==> src/rtl/ttt_game_ctrl.sv <==
// Tic-tac-toe game engine: consumes key events, keeps the board, alternates turns,
// rejects occupied-cell presses and reports win / draw with the winning line mask.
module ttt_game_ctrl #(
    parameter bit         FIRST_O   = 1'b0,
    parameter logic [3:0] START_KEY = 4'd1,
    parameter logic [3:0] KEY_STAR  = 4'd10,
    parameter logic [3:0] KEY_HASH  = 4'd11
) (
    input  logic        clk,
    input  logic        rst,
    input  logic        key_valid,
    input  logic [3:0]  key_code,
    output logic        is_main,
    output logic [17:0] board,
    output logic        turn_o,
    output logic [3:0]  move_cnt,
    output logic        game_over,
    output logic [1:0]  winner,
    output logic [7:0]  win_line,
    output logic        illegal
);

    typedef enum logic [1:0] {MAIN, PLAY, CHECK, DONE} state_e;

    state_e      state_q, state_d;
    logic [17:0] board_q, board_d;
    logic        turn_q, turn_d;
    logic [3:0]  cnt_q, cnt_d;
    logic [1:0]  winner_q, winner_d;
    logic [7:0]  winLine_q, winLine_d;
    logic        illegal_q, illegal_d;
    logic        isMain_q, isMain_d;
    logic        gameOver_q, gameOver_d;

    logic [8:0]  cellHit;
    logic        cellPress, cellBusy;
    logic        startPress, starPress, hashPress;
    logic [1:0]  moverCode;
    logic [7:0]  winMask;
    logic        clearGame, goMain;

    // Cells are numbered 1..9; cell n lives at bits [2n-1:2n-2].
    function automatic logic lineWon(input logic [17:0] b, input int a, input int c,
                                     input int d, input logic [1:0] m);
        return (b[2*a-2 +: 2] == m) && (b[2*c-2 +: 2] == m) && (b[2*d-2 +: 2] == m);
    endfunction

    assign startPress = key_valid && (key_code == START_KEY);
    assign starPress  = key_valid && (key_code == KEY_STAR);
    assign hashPress  = key_valid && (key_code == KEY_HASH);
    assign moverCode  = turn_q ? 2'b10 : 2'b01;

    always_comb begin
        cellHit  = '0;
        cellBusy = 1'b0;
        for (int i = 0; i < 9; i++) begin
            cellHit[i] = key_valid && (key_code == 4'(i + 1));
            if (cellHit[i] && (board_q[2*i +: 2] != 2'b00)) cellBusy = 1'b1;
        end
        cellPress = |cellHit;
    end

    // Only the player who just moved can have completed a line.
    always_comb begin
        winMask[0] = lineWon(board_q, 1, 2, 3, moverCode);
        winMask[1] = lineWon(board_q, 4, 5, 6, moverCode);
        winMask[2] = lineWon(board_q, 7, 8, 9, moverCode);
        winMask[3] = lineWon(board_q, 1, 4, 7, moverCode);
        winMask[4] = lineWon(board_q, 2, 5, 8, moverCode);
        winMask[5] = lineWon(board_q, 3, 6, 9, moverCode);
        winMask[6] = lineWon(board_q, 1, 5, 9, moverCode);
        winMask[7] = lineWon(board_q, 3, 5, 7, moverCode);
    end

    always_ff @(posedge clk or posedge rst) begin
        if (rst) begin
            state_q    <= MAIN;
            board_q    <= '0;
            turn_q     <= FIRST_O;
            cnt_q      <= '0;
            winner_q   <= '0;
            winLine_q  <= '0;
            illegal_q  <= 1'b0;
            isMain_q   <= 1'b1;
            gameOver_q <= 1'b0;
        end else begin
            state_q    <= state_d;
            board_q    <= board_d;
            turn_q     <= turn_d;
            cnt_q      <= cnt_d;
            winner_q   <= winner_d;
            winLine_q  <= winLine_d;
            illegal_q  <= illegal_d;
            isMain_q   <= isMain_d;
            gameOver_q <= gameOver_d;
        end
    end

    always_comb begin
        state_d = state_q;
        case (state_q)
            MAIN:  if (startPress) state_d = PLAY;
            PLAY: begin
                if (starPress) state_d = MAIN;
                else if (cellPress && !cellBusy) state_d = CHECK;
            end
            CHECK: begin
                if (starPress) state_d = MAIN;
                else if ((|winMask) || (cnt_q == 4'd9)) state_d = DONE;
                else state_d = PLAY;
            end
            DONE: begin
                if (starPress) state_d = MAIN;
                else if (hashPress) state_d = PLAY;
            end
            default: state_d = MAIN;
        endcase
    end

    always_comb begin
        board_d    = board_q;
        turn_d     = turn_q;
        cnt_d      = cnt_q;
        winner_d   = winner_q;
        winLine_d  = winLine_q;
        illegal_d  = 1'b0;
        isMain_d   = isMain_q;
        gameOver_d = gameOver_q;
        clearGame  = 1'b0;
        goMain     = 1'b0;
        case (state_q)
            MAIN: clearGame = startPress;
            PLAY: begin
                if (starPress) begin
                    goMain = 1'b1;
                end else if (cellPress && cellBusy) begin
                    illegal_d = 1'b1;
                end else if (cellPress) begin
                    for (int i = 0; i < 9; i++)
                        if (cellHit[i]) board_d[2*i +: 2] = moverCode;
                    cnt_d = cnt_q + 4'd1;
                end
            end
            CHECK: begin
                if (starPress) begin
                    goMain = 1'b1;
                end else if (|winMask) begin
                    gameOver_d = 1'b1;
                    winner_d   = moverCode;
                    winLine_d  = winMask;
                end else if (cnt_q == 4'd9) begin
                    gameOver_d = 1'b1;
                    winner_d   = 2'b11;
                    winLine_d  = '0;
                end else begin
                    turn_d = ~turn_q;
                end
            end
            DONE: begin
                if (starPress) goMain = 1'b1;
                else clearGame = hashPress;
            end
            default: goMain = 1'b1;
        endcase
        if (clearGame || goMain) begin
            board_d    = '0;
            turn_d     = FIRST_O;
            cnt_d      = '0;
            winner_d   = '0;
            winLine_d  = '0;
            gameOver_d = 1'b0;
            isMain_d   = goMain;
        end
    end

    assign is_main   = isMain_q;
    assign board     = board_q;
    assign turn_o    = turn_q;
    assign move_cnt  = cnt_q;
    assign game_over = gameOver_q;
    assign winner    = winner_q;
    assign win_line  = winLine_q;
    assign illegal   = illegal_q;

endmodule

==> config.mk <==
export PLATFORM = sky130hd
export DESIGN_NAME = ttt_game_ctrl
export DESIGN_NICKNAME = d
export VERILOG_FILES = /design/src/rtl/ttt_game_ctrl.sv
export SDC_FILE = /design/constraint.sdc
export NUM_CORES = 1
export LEC_CHECK = 0
export ABC_AREA = 1
export CORE_ASPECT_RATIO = 0.8
export CORE_MARGIN = 2
export CORE_UTILIZATION = 50
export CTS_BUF_LIST = sky130_fd_sc_hd__clkbuf_8
export CTS_CLUSTER_SIZE = 12
export DETAILED_ROUTE_END_ITERATION = 12
export HOLD_SLACK_MARGIN = 0.03
export MAX_ROUTING_LAYER = met4
export PLACE_DENSITY_LB_ADDON = 0.15
export SKIP_CTS_REPAIR_TIMING = 1
export SLEW_MARGIN = 10
export SYNTH_ARGS = -nofsm -noshare
export SYNTH_HDL_FRONTEND = slang
export SYNTH_SLANG_ARGS = --single-unit
==> constraint.sdc <==
create_clock -name clk -period 2 [get_ports clk]
set_clock_uncertainty 0.15 [all_clocks]
set_input_delay 0.5 -clock clk [delete_from_list [all_inputs] [get_ports clk]]
set_output_delay 0.5 -clock clk [all_outputs]
set_load 0.02 [all_outputs]
==> metrics.md <==
| Metric | Value |
|---|---|
| Status | `finished, violations left` |
| Violated checks | `setup timing` |
| Power consumption | `about 4400 uW` |
| Tmin final | `2.066 ns` |
| Clk Tree Root Cell | `clkbuf_8` |
| Syn Inst Count | `371` |
| Via count | `2950` |
| Core region area | `approximately 4700 sq um` |
| Worst-margin pin slew | `~0.33 ns` |
| WL/cell | `approximately 16 um` |
| RSZ-0062 raised after global routing | `true` |
| Layout cell share with drive strength beyond 1 | `27.89%` |
| First-pass DRT Iterations | `5` |
| CTS tree | `yes` |
| Detailed placement HPWL | `slightly below 5000 um` |
| Worst path buffer plus inverter count | `5` |
| Netlist Area Pre-Place | `between 2000 and 2500 sq um` |
| CP Launch Type | `register` |
| Leading post-synthesis cells by instance count | `nand2_1 (118), inv_1 (47), dfrtp_1 (37)` |
| CP max FO | `7` |
| Post-synth EDFFs | `0` |
| Setup Crit Path Kind | `register to register` |
| R2R Path End | `turn_o$_DFFE_PP0P_` |
| CP delay by family, top | `simple AND/OR/NAND/NOR gates` |
| Number of DRC markers in iteration 0 | `between 200 and 300` |
| Die area | `5585 sq um` |
| Distinct cells, synth | `24` |
| Maxcap violations | `0` |
| Worst hold path depth | `2` |
| Top_reg_cell synth | `dfrtp_1` |
| Avg Vias per Cell | `about 5.7` |
| Critical Path Max Stage Delay | `approximately 0.53 ns` |
| IO Count | `43` |
| RR Startpoint | `turn_o$_DFFE_PP0P_` |
| HP Class | `register to register` |
| DRC Markers | `0` |
| Register area share after synthesis | `a little under two fifths` |
| Yosys top cell area share | `37.04%` |
| Longest Clk Path Bufs | `2` |
| Slew headroom | `between 70% and 80%` |
| Cell Area, Placed | `3247 sq um` |
| Post-Layout Cell Count | `between 500 and 600` |
| Asr flop ratio synth | `between 90% and 100%` |
| Initial antenna violation count | `0` |
| Slowest-stage cell, CP | `dfrtp_2` |
| Placer Congestion | `0.9219` |
| Fin. max-slew vios | `0` |
| Hold_sp | `is_main$_DFFE_PP1N_` |
| Post-Place Cells | `between 400 and 500` |
| Final Worst Setup Slack | `-0.06601 ns` |
| Syn avg cell area | `around 6.7 sq um` |
| Fin area | `roughly 3800 sq um` |
| P_leak | `about 0.0024 uW` |
| Layout filler cell count | `286` |
| R2R cell count | `13` |
| First-pass GRT wire length | `between 10000 and 15000 um` |
| WP data required | `about 2 ns` |
| Die span in y | `about 67 um` |
| Cell chain of the critical path | `inv_8 -> buf_12 -> a21oi_2 -> nor2_2 -> nand3_2 -> nand2_2 -> nor2_4 -> nand3_4 -> buf_8 -> clkinv_4 -> nand3_2 -> nand2_1 -> inv_1` |
| Synth area leaders | `dfrtp_1 (37%), nand2_1 (18%), inv_1 (7.1%)` |
| Post-synth top area cell | `dfrtp_1` |
| Die X | `roughly 83 um` |
| GRT Total Usage | `a little over a quarter` |
| Largest net degree at the start of global routing | `39` |
| Vias in the first global route | `roughly 2500` |
| Multi-input logic area | `between 1000 and 1500 sq um` |
| Layout area overhead | `53.95%` |
| Final WL | `approximately 8300 um` |
| Site Rows | `22` |
| Initial core utilization | `53.11%` |
| Seq. cell area | `953.4 sq um` |
| Count leader, synth | `nand2_1` |
| Nets | `~470` |
| Post-DRT Antenna Nets | `0` |
| GRT overflow | `0` |
| CP endpoint kind | `register` |
| Hold Fails Final Rpt | `0` |
| Ys Warns | `0` |
| Hold Crit Endpoint | `is_main$_DFFE_PP1N_` |
| Fmax | `484.0 MHz` |
| FF+latch count, synth | `38` |
| Total CTS buffers | `5` |
| FF-to-FF setup slack | `-0.07 ns` |
| Ant diodes | `0` |
| Setup violators final | `10` |
| H-tree Lvls | `2` |
| Top cell by count, worst path | `nand3_2` |
| Period utilization | `103.3%` |
| Max VDD drop | `790.3 uV` |
| PwrDens | `~1100 nW/um^2` |
| Clock-pin slew on the worst setup and hold paths | `around 0.07 ns` |
| CP arrival | `approximately 2.1 ns` |
| Syn nets | `~390` |
| Port buffer count | `42` |
| Clk Latency, worst-skew pair | `around 0.3 ns` |
| Num Clock Sinks | `38` |
[worst max-delay path by stage]
stage,cells after the start,from,slack (ns),to
floorplan,11,turn_o$_DFFE_PP0P_,0.14,winner[1]$_DFFE_PP0P_
global placement,11,key_code[3],-0.53,board[5]$_DFFE_PP0P_
detailed placement,11,key_code[3],-0.63,board[5]$_DFFE_PP0P_
CTS,11,key_code[3],-0.32,board[5]$_DFFE_PP0P_
global route,13,turn_o$_DFFE_PP0P_,-0.13,turn_o$_DFFE_PP0P_
finish,13,turn_o$_DFFE_PP0P_,-0.07,turn_o$_DFFE_PP0P_
[worst min-delay path: stages, from the launching register on]
cell and delay [ns]:
dfstp_2 0.37, nand2_1 0.05, nand2_1 0.04
[final cells by class]
| cell class | count | share of cell area, % |
|---|---|---|
| tap | 60 | 1.951 |
| clock buffer | 8 | 2.861 |
| inverter | 55 | 5.689 |
| timing repair inverter | 1 | 0.1625 |
| sequential | 38 | 24.77 |
| timing repair buffer | 94 | 26.04 |
| multi-input combinational | 263 | 38.52 |
[sequential cells by signal, summed over array words and instances (netlist names)]
register,count
turn_o,1
winner,2
illegal,1
state_q,2
move_cnt,4
win_line,8
is_main,1
game_over,1
board,18
[logic make-up (layout without fill, tap and decap cells)]
logic type | count (synthesis) | after routing | share of synthesized area, %
and+or+nand+nor | 225 | 225 | 39.64
buffers and inverters | 70 | 158 | 11.91
DFF | 38 | 38 | 38.09
AOI/OAI and AO/OA | 30 | 30 | 6.507
adders and majority gates | 7 | 7 | 3.503
xor gates and xnor gates | 1 | 1 | 0.3504
[metrics by stage]
stage                     setup TNS, ns  utilization, %  hold WS, ns  worst slack [ns]
after floorplan                       0               -       0.3444            0.1407
after global placement           -17.66           68.98       0.2993           -0.5329
after detailed placement         -19.73           68.98       0.3032           -0.6331
after CTS                        -8.660           71.32       0.3149           -0.3170
after global routing             -1.345           81.77       0.3449           -0.1299
final                           -0.2530           81.77       0.3102          -0.06601
[metal layers]
metal / track usage (%) / up-vias / wire (um)
li1: - / 1355 / -
met1: 32.07 / 1359 / 3358
met2: 42.04 / 188 / 3816
met3: 5.990 / 48 / 715
met4: 11.68 / 0 / 364
met5: - / - / 0
[cell usage in the layout (no fill, tap or decap), drive strengths merged, types with 16 or more instances in the layout]
cell,synthesis,routed
buf,11,49
a21oi,18,18
dlymetal6s2s,0,25
dfrtp,37,37
nand4,28,28
nand2,120,120
inv,55,55
clkdlybuf4s50,0,16
nand3,35,35
nor2,41,41
[power by group]
part	internal, uW	switching, uW
logic	1150	1470
registers	946	226
clock network	348	279
total	2450	1970
Note: power is estimated with default switching activity, not from simulation.
